--- config.mk ---
export PLATFORM = sky130hd
export DESIGN_NAME = vec_store_sequencer
export DESIGN_NICKNAME = d
export VERILOG_FILES = /design/src/rtl/vec_store_sequencer.sv
export SDC_FILE = /design/constraint.sdc
export NUM_CORES = 1
export LEC_CHECK = 0
export ABC_AREA = 1
export CAP_MARGIN = 40
export CORE_MARGIN = 1.5
export CORE_UTILIZATION = 55
export DETAILED_ROUTE_END_ITERATION = 16
export HOLD_SLACK_MARGIN = 0.08
export PLACE_DENSITY_LB_ADDON = 0.05
export SETUP_SLACK_MARGIN = 0.1
export SLEW_MARGIN = 20
export SYNTH_ARGS = -nofsm -noshare
export SYNTH_HDL_FRONTEND = slang
export SYNTH_SLANG_ARGS = --single-unit
--- constraint.sdc ---
create_clock -name clk_i -period 4.7 [get_ports clk_i]
set_input_delay 1.41 -clock clk_i [delete_from_list [all_inputs] [get_ports clk_i]]
set_output_delay 1.41 -clock clk_i [all_outputs]
set_load 0.005 [all_outputs]
--- src/rtl/vec_store_sequencer.sv ---
// Vector store sequencer: captures one vector plus a base address and writes it
// to the data memory one element per accepted cycle at consecutive addresses.
// Holds busy (pipeline stall) for the whole sequence and pulses done at the end.
module vec_store_sequencer #(
  parameter int unsigned ELEMENTS = 16,
  parameter int unsigned ELEM_W   = 16,
  parameter int unsigned ADDR_W   = 19
) (
  input  logic                         clk_i,
  input  logic                         rst_i,
  input  logic                         start_i,
  input  logic [ADDR_W-1:0]            base_addr_i,
  input  logic [ELEMENTS*ELEM_W-1:0]   vec_data_i,
  input  logic                         mem_ready_i,
  output logic [ADDR_W-1:0]            mem_addr_o,
  output logic [ELEM_W-1:0]            mem_wdata_o,
  output logic                         mem_we_o,
  output logic                         busy_o,
  output logic                         done_o
);

  localparam int unsigned IdxW = (ELEMENTS > 1) ? $clog2(ELEMENTS) : 1;

  typedef enum logic [1:0] {StIdle, StWrite, StDone} state_e;

  state_e                       state_q, state_d;
  logic [IdxW-1:0]              idx_q, idx_d;
  logic [ADDR_W-1:0]            base_q, base_d;
  logic [ELEMENTS*ELEM_W-1:0]   vec_q, vec_d;
  logic [ADDR_W-1:0]            addr_q, addr_d;
  logic [ELEM_W-1:0]            wdata_q, wdata_d;
  logic                         we_q, busy_q, done_q;
  logic                         last_idx;

  assign last_idx = (idx_q == IdxW'(ELEMENTS - 1));

  // Next-state: capture on start in idle, advance index on each accepted write.
  always_comb begin
    state_d = state_q;
    idx_d   = idx_q;
    base_d  = base_q;
    vec_d   = vec_q;
    unique case (state_q)
      StIdle: begin
        if (start_i) begin
          base_d  = base_addr_i;
          vec_d   = vec_data_i;
          idx_d   = '0;
          state_d = StWrite;
        end
      end
      StWrite: begin
        if (mem_ready_i) begin
          if (last_idx) begin
            state_d = StDone;
          end else begin
            idx_d = idx_q + 1'b1;
          end
        end
      end
      StDone:  state_d = StIdle;
      default: state_d = StIdle;
    endcase
  end

  // Memory-side values for the next cycle; address wraps naturally in ADDR_W bits.
  always_comb begin
    addr_d  = base_d + ADDR_W'(idx_d);
    wdata_d = vec_d[idx_d*ELEM_W +: ELEM_W];
  end

  // State and registered outputs; synchronous reset abandons any sequence in flight.
  always_ff @(posedge clk_i) begin
    if (rst_i) begin
      state_q <= StIdle;
      idx_q   <= '0;
      base_q  <= '0;
      vec_q   <= '0;
      addr_q  <= '0;
      wdata_q <= '0;
      we_q    <= 1'b0;
      busy_q  <= 1'b0;
      done_q  <= 1'b0;
    end else begin
      state_q <= state_d;
      idx_q   <= idx_d;
      base_q  <= base_d;
      vec_q   <= vec_d;
      addr_q  <= addr_d;
      wdata_q <= wdata_d;
      we_q    <= (state_d == StWrite);
      busy_q  <= (state_d != StIdle);
      done_q  <= (state_d == StDone);
    end
  end

  assign mem_addr_o  = addr_q;
  assign mem_wdata_o = wdata_q;
  assign mem_we_o    = we_q;
  assign busy_o      = busy_q;
  assign done_o      = done_q;

endmodule
# --- After elaboration in Yosys (flattened, before gate mapping) ---
# Cells that the tools add are included.
totals:
  output_inout_bits: 38
  input_bits: 279
  ff_bits: 319
op_classes:
  mux: 12
  n_reduce_logical: 2
  eq_ne: 4
  addsub: 2
  shifts: 1
op_table:
  columns: ["cell", "n"]
  rows:
  - ["$mux 256", 2]
  - ["$shiftx 256x9->16", 1]
  - ["$mux 19", 2]
  - ["$add 19x4->19", 1]
  - ["$mux 4", 3]
  - ["$pmux 4 s2", 1]
  - ["$mux 2", 3]
  - ["$add 4x1->4 const B", 1]
  - ["$eq 2x1->1 const B", 2]
  - ["$eq 4x4->1 const B", 1]
  - ["$pmux 2 s2", 1]
  - ["$eq 2x2->1 const B", 1]
  - ["$logic_not 2->1", 1]
  - ["$reduce_bool 2->1", 1]

# --- Longest topological paths before layout ---
depth:
  depth_word: 5
  ltp_mapped: 20
  mapped_depth_nobuf: 20

# --- Least setup slack after synthesis ---
# Ideal clock, no wire load.
synth_timing:
  path_kind: "in2reg"
  startpoint: "input start_i"
  endpoint: "register addr_q[12] (netlist: mem_addr_o[12])"
  t_required_ps: 4587
  t_arrival_ps: 3393
  n_path_buf: 4
  slack_ps: 1194
  cell_stages: 16
  cell_sequence: "nand2_2 buf_6 buf_6 buf_6 buf_6 o21ai_0 inv_1 ha_1 a21oi_1 nor2_1 nand2_1 nand2_4 nand2_1 o21ai_0 o21ai_1 inv_1"
synth_via:
  elab_chain_cells: 3
synth_rtl:
  columns: ["element", "line_no", "source"]
  rows:
  - ["start, declared", "11", "input logic start_i,"]
  - ["$mux 19", "45", "if (start_i) begin"]
  - ["$mux 19", "43", "unique case (state_q)"]
  - ["named net base_d[3]", "28", "logic [ADDR_W-1:0] base_q, base_d;"]
  - ["$add 19x4->19", "68", "addr_d = base_d + ADDR_W'(idx_d);"]
  - ["end signal, assigned", "89", "addr_q <= addr_d;"]
  - ["end, declared", "30", "logic [ADDR_W-1:0] addr_q, addr_d;"]
# The timed path passes the listed nets, and every way through them passes these cells.
# A chain may end at the register's enable or synchronous reset.

# --- Worst setup path in the final report ---
layout_timing:
  startpoint: "input mem_ready_i"
  endpoint: "register addr_q[17] (netlist: mem_addr_o[17])"
layout_via:
  elab_chain_cells: 3
layout_rtl:
  columns: ["element", "line_no", "source"]
  rows:
  - ["start, declared", "14", "input logic mem_ready_i,"]
  - ["$mux 4", "53", "if (mem_ready_i) begin"]
  - ["$pmux 4 s2", "43", null]
  - ["named net idx_d[3]", "27", "logic [IdxW-1:0] idx_q, idx_d;"]
  - ["$add 19x4->19", "68", null]
# The timed path passes the listed nets, and every way through them passes these cells.

==> metrics.txt <==
Global Route Usage Sum=0.305; Boundary Pins=317; routing usage on met3=0.0733; Hold Crit Start=vec_q[228]$_SDFF_PP0_; gr ovfl total=0; Num CTS Buffers=35; Yosys reg bits=319; critical path data required time=5.10 ns; worst IR drop on VDD=0.000359 V; Slew Limit Fails=0; vias in the first global route=11,900; # rows=58; CTS Hold Bufs=0; pin count of the biggest net entering global routing=146; met1 GRT Util=0.399; Reg clk slew, reported paths=0.06 ns; first-pass GRT wire length=63,000 um; pre-CTS WS=0.629 ns; Syn Nets=1,996; Reg-to-Reg Start=idx_q[0]$_SDFF_PP0_; final-report setup violation count=0; Leak=8.80 nW; CP startpoint kind=input port; post-synthesis sequential area ratio=0.458; clock skew=0.0110 ns; Worst Path Arrival=3.99 ns; post_cts resized=0; number of I/O port buffers=316; Mapped Cells=1,712; Synth area leader=dfxtp_1; fraction of layout cells with a size suffix above 1=0.0497; Cell Area, Synth=14,000 um2; syn avg cell area=8.15 um2; Root Buffer=clkbuf_16; GR Layer Usage met2=0.490; power per cell area=372 nW/um2; starting DRC count in detailed routing=1,068; Setup WS post-layout=1.12 ns; post-DR vias/cell=5.38; 1st-pass router iterations=5; Synth cell types=37; Max-Slew Margin vs Limit=0.357; CP Launch Point=mem_ready_i; initial antenna violation count=7; worst hold path type=reg2reg; Max Freq=0.279 GHz; Layout area overhead=31.4%; layout net count=2,252; CTS tree=done; r2r worst-path depth=19; top cells by area, synth=dfxtp_1, mux2i_1, nand2_1; clock tree buffer depth=3; largest fanout on the critical path=6; clock sink count=319; Max-Cap Viols=0; Synth top area share=0.458; Critical Path End Type=flop; RSZ-0062 raised after global routing=no; Initial Util=0.557; Min-Delay Path Depth=2; DRC=0; DRT antenna net count=0; Core Region=25,000 um2; Die Width=162 um; Tcrit/Tclk final=0.763; crit path time final=3.58 ns; Worst Max-Slew Pin Slew=0.965 ns; Routed WL per cell=17.6 um; Die Span Y=162 um; die area=26,300 um2; Setup Fix Bufs, Post-CTS=0; setup_tns=0 ns; outcome=finished, final reports clean; most used routing layer=met2; DP Wirelength=27,900 um; Hold Fails Final Rpt=0; worst-skew pair later-pin latency=0.51 ns; Placer Congestion=0.873; depth of the CTS H-tree=2; crit path kind=in2reg; synth warn=0; routed wire length=40,900 um; via count=12,500
## synthesized netlist by cell type
master / count
o21a_2: 1
o211ai_1: 2
nand4_1: 4
nor3_4: 1
and2_1: 1
o21ai_0: 11
nor2_4: 1
nor2_2: 4
o21ai_2: 2
mux2i_1: 259
buf_4: 16
or2_1: 2
nand2_2: 4
nor3_2: 3
buf_1: 2
o21ai_1: 8
nor2_1: 298
dfxtp_1: 319
a21oi_1: 13
o211ai_2: 1
nand2_4: 1
mux2i_2: 1
clkbuf_1: 37
buf_6: 5
nand3b_1: 1
nor3_1: 2
nand2_1: 339
o21bai_2: 1
buf_2: 55
nand3_2: 1
inv_1: 59
nand3_1: 244
ha_1: 5
o21a_1: 2
inv_2: 4
nor4_1: 2
a21oi_2: 1
## per-stage QoR
| step | hold WS, ns | util | instance area [um2] | total power, mW | cells |
|---|---|---|---|---|---|
| detailed placement | 0.479 | 0.687 | 17200 | 4.24 | 2260 |
| global placement | 0.470 | 0.686 | 17200 | 4.21 | 2259 |
| CTS | 0.494 | 0.731 | 18300 | 6.84 | 2321 |
| global route | 0.504 | 0.732 | 18300 | 7.10 | 2325 |
| floorplan | 0.460 | - | 14000 | 3.72 | 1712 |
| finish | 0.490 | 0.732 | 18300 | 6.82 | 2325 |
## routing by layer
metal | part of all wire | vias up
li1 | - | 6104
met1 | 0.42 | 5838
met2 | 0.46 | 472
met3 | 0.084 | 78
met4 | 0.032 | 8
met5 | 0.0011 | -
## cell families after synthesis
family,Yosys count,share of synthesized area
flip-flops,319,0.458
AND/OR/NAND/NOR,908,0.273
multiplexers,260,0.187
AO/OA/AOI/OAI,42,0.0178
adder cells (fa/ha/maj),5,0.00448
buffers and inverters,178,0.0598
## power breakdown
group          leakage, nW  total (mW)  internal [mW]  switching, mW
registers             2.63        2.95           2.90         0.0583
clock network        0.548        2.63           1.56           1.07
logic                 5.63        1.24          0.578          0.662
## flip-flops by register name (all words and copies together), names as in the netlist
signal	flops
vec_q	256
idx_q	4
mem_we_o	1
done_o	1
mem_wdata_o	16
state_q	2
busy_o	1
base_q	19
mem_addr_o	19
## critical path, stage by stage
cell and delay (ns):
clkdlybuf4s50_1 0.49, inv_1 0.14, nor2_1 0.06, nor2_1 0.08, inv_1 0.08, a21oi_1 0.12
o21ai_1 0.08, o211ai_1 0.13, inv_1 0.14, ha_1 0.39, inv_1 0.06, nor2_1 0.14
inv_1 0.07, nor2_1 0.16, nand3_1 0.12, nand2_2 0.15, nand3_1 0.08, nand2_1 0.07
inv_1 0.04
## path summary, 6_finish.rpt
path	end	slack [ns]
setup reg to reg	mem_addr_o[17]$_SDFF_PP0_	1.96
hold reg to reg	vec_q[228]$_SDFF_PP0_	0.49
setup / recovery	mem_addr_o[17]$_SDFF_PP0_	1.12
hold / removal	vec_q[228]$_SDFF_PP0_	0.49
## layout make-up
type | count | area [um2]
flip-flops and latches | 319 | 6390
diodes | 3 | 7.51
fillers | 1987 | 6710
clock buffers | 51 | 1020
well taps | 330 | 413
repair buffers | 334 | 3410
multi-input cells | 1215 | 6770
inverters | 63 | 239
clock inverters | 10 | 81.3
## layout by cell type, fill, tap and decap left out, types with 2 or more instances in the layout
master	netlist	final
o21ai_0	11	11
nor3_2	3	3
o211ai_1	2	2
nor3_1	2	2
nor2_2	4	4
nand4_1	4	4
clkbuf_8	0	4
diode_2	0	3
inv_1	59	58
o21ai_2	2	2
buf_4	16	9
clkdlybuf4s50_1	0	315
clkbuf_1	37	10
nand2_1	339	338
inv_2	4	4
or2_1	2	2
dfxtp_1	319	319
nand3_1	244	243
clkinv_2	0	8
o21ai_1	8	8
nand2_2	4	4
a21oi_1	13	13
ha_1	5	5
nor4_1	2	2
mux2i_1	259	259
buf_12	0	7
nor2_1	298	298
clkbuf_16	0	37
o21a_1	2	2
Power figures use the tool's default switching activity.
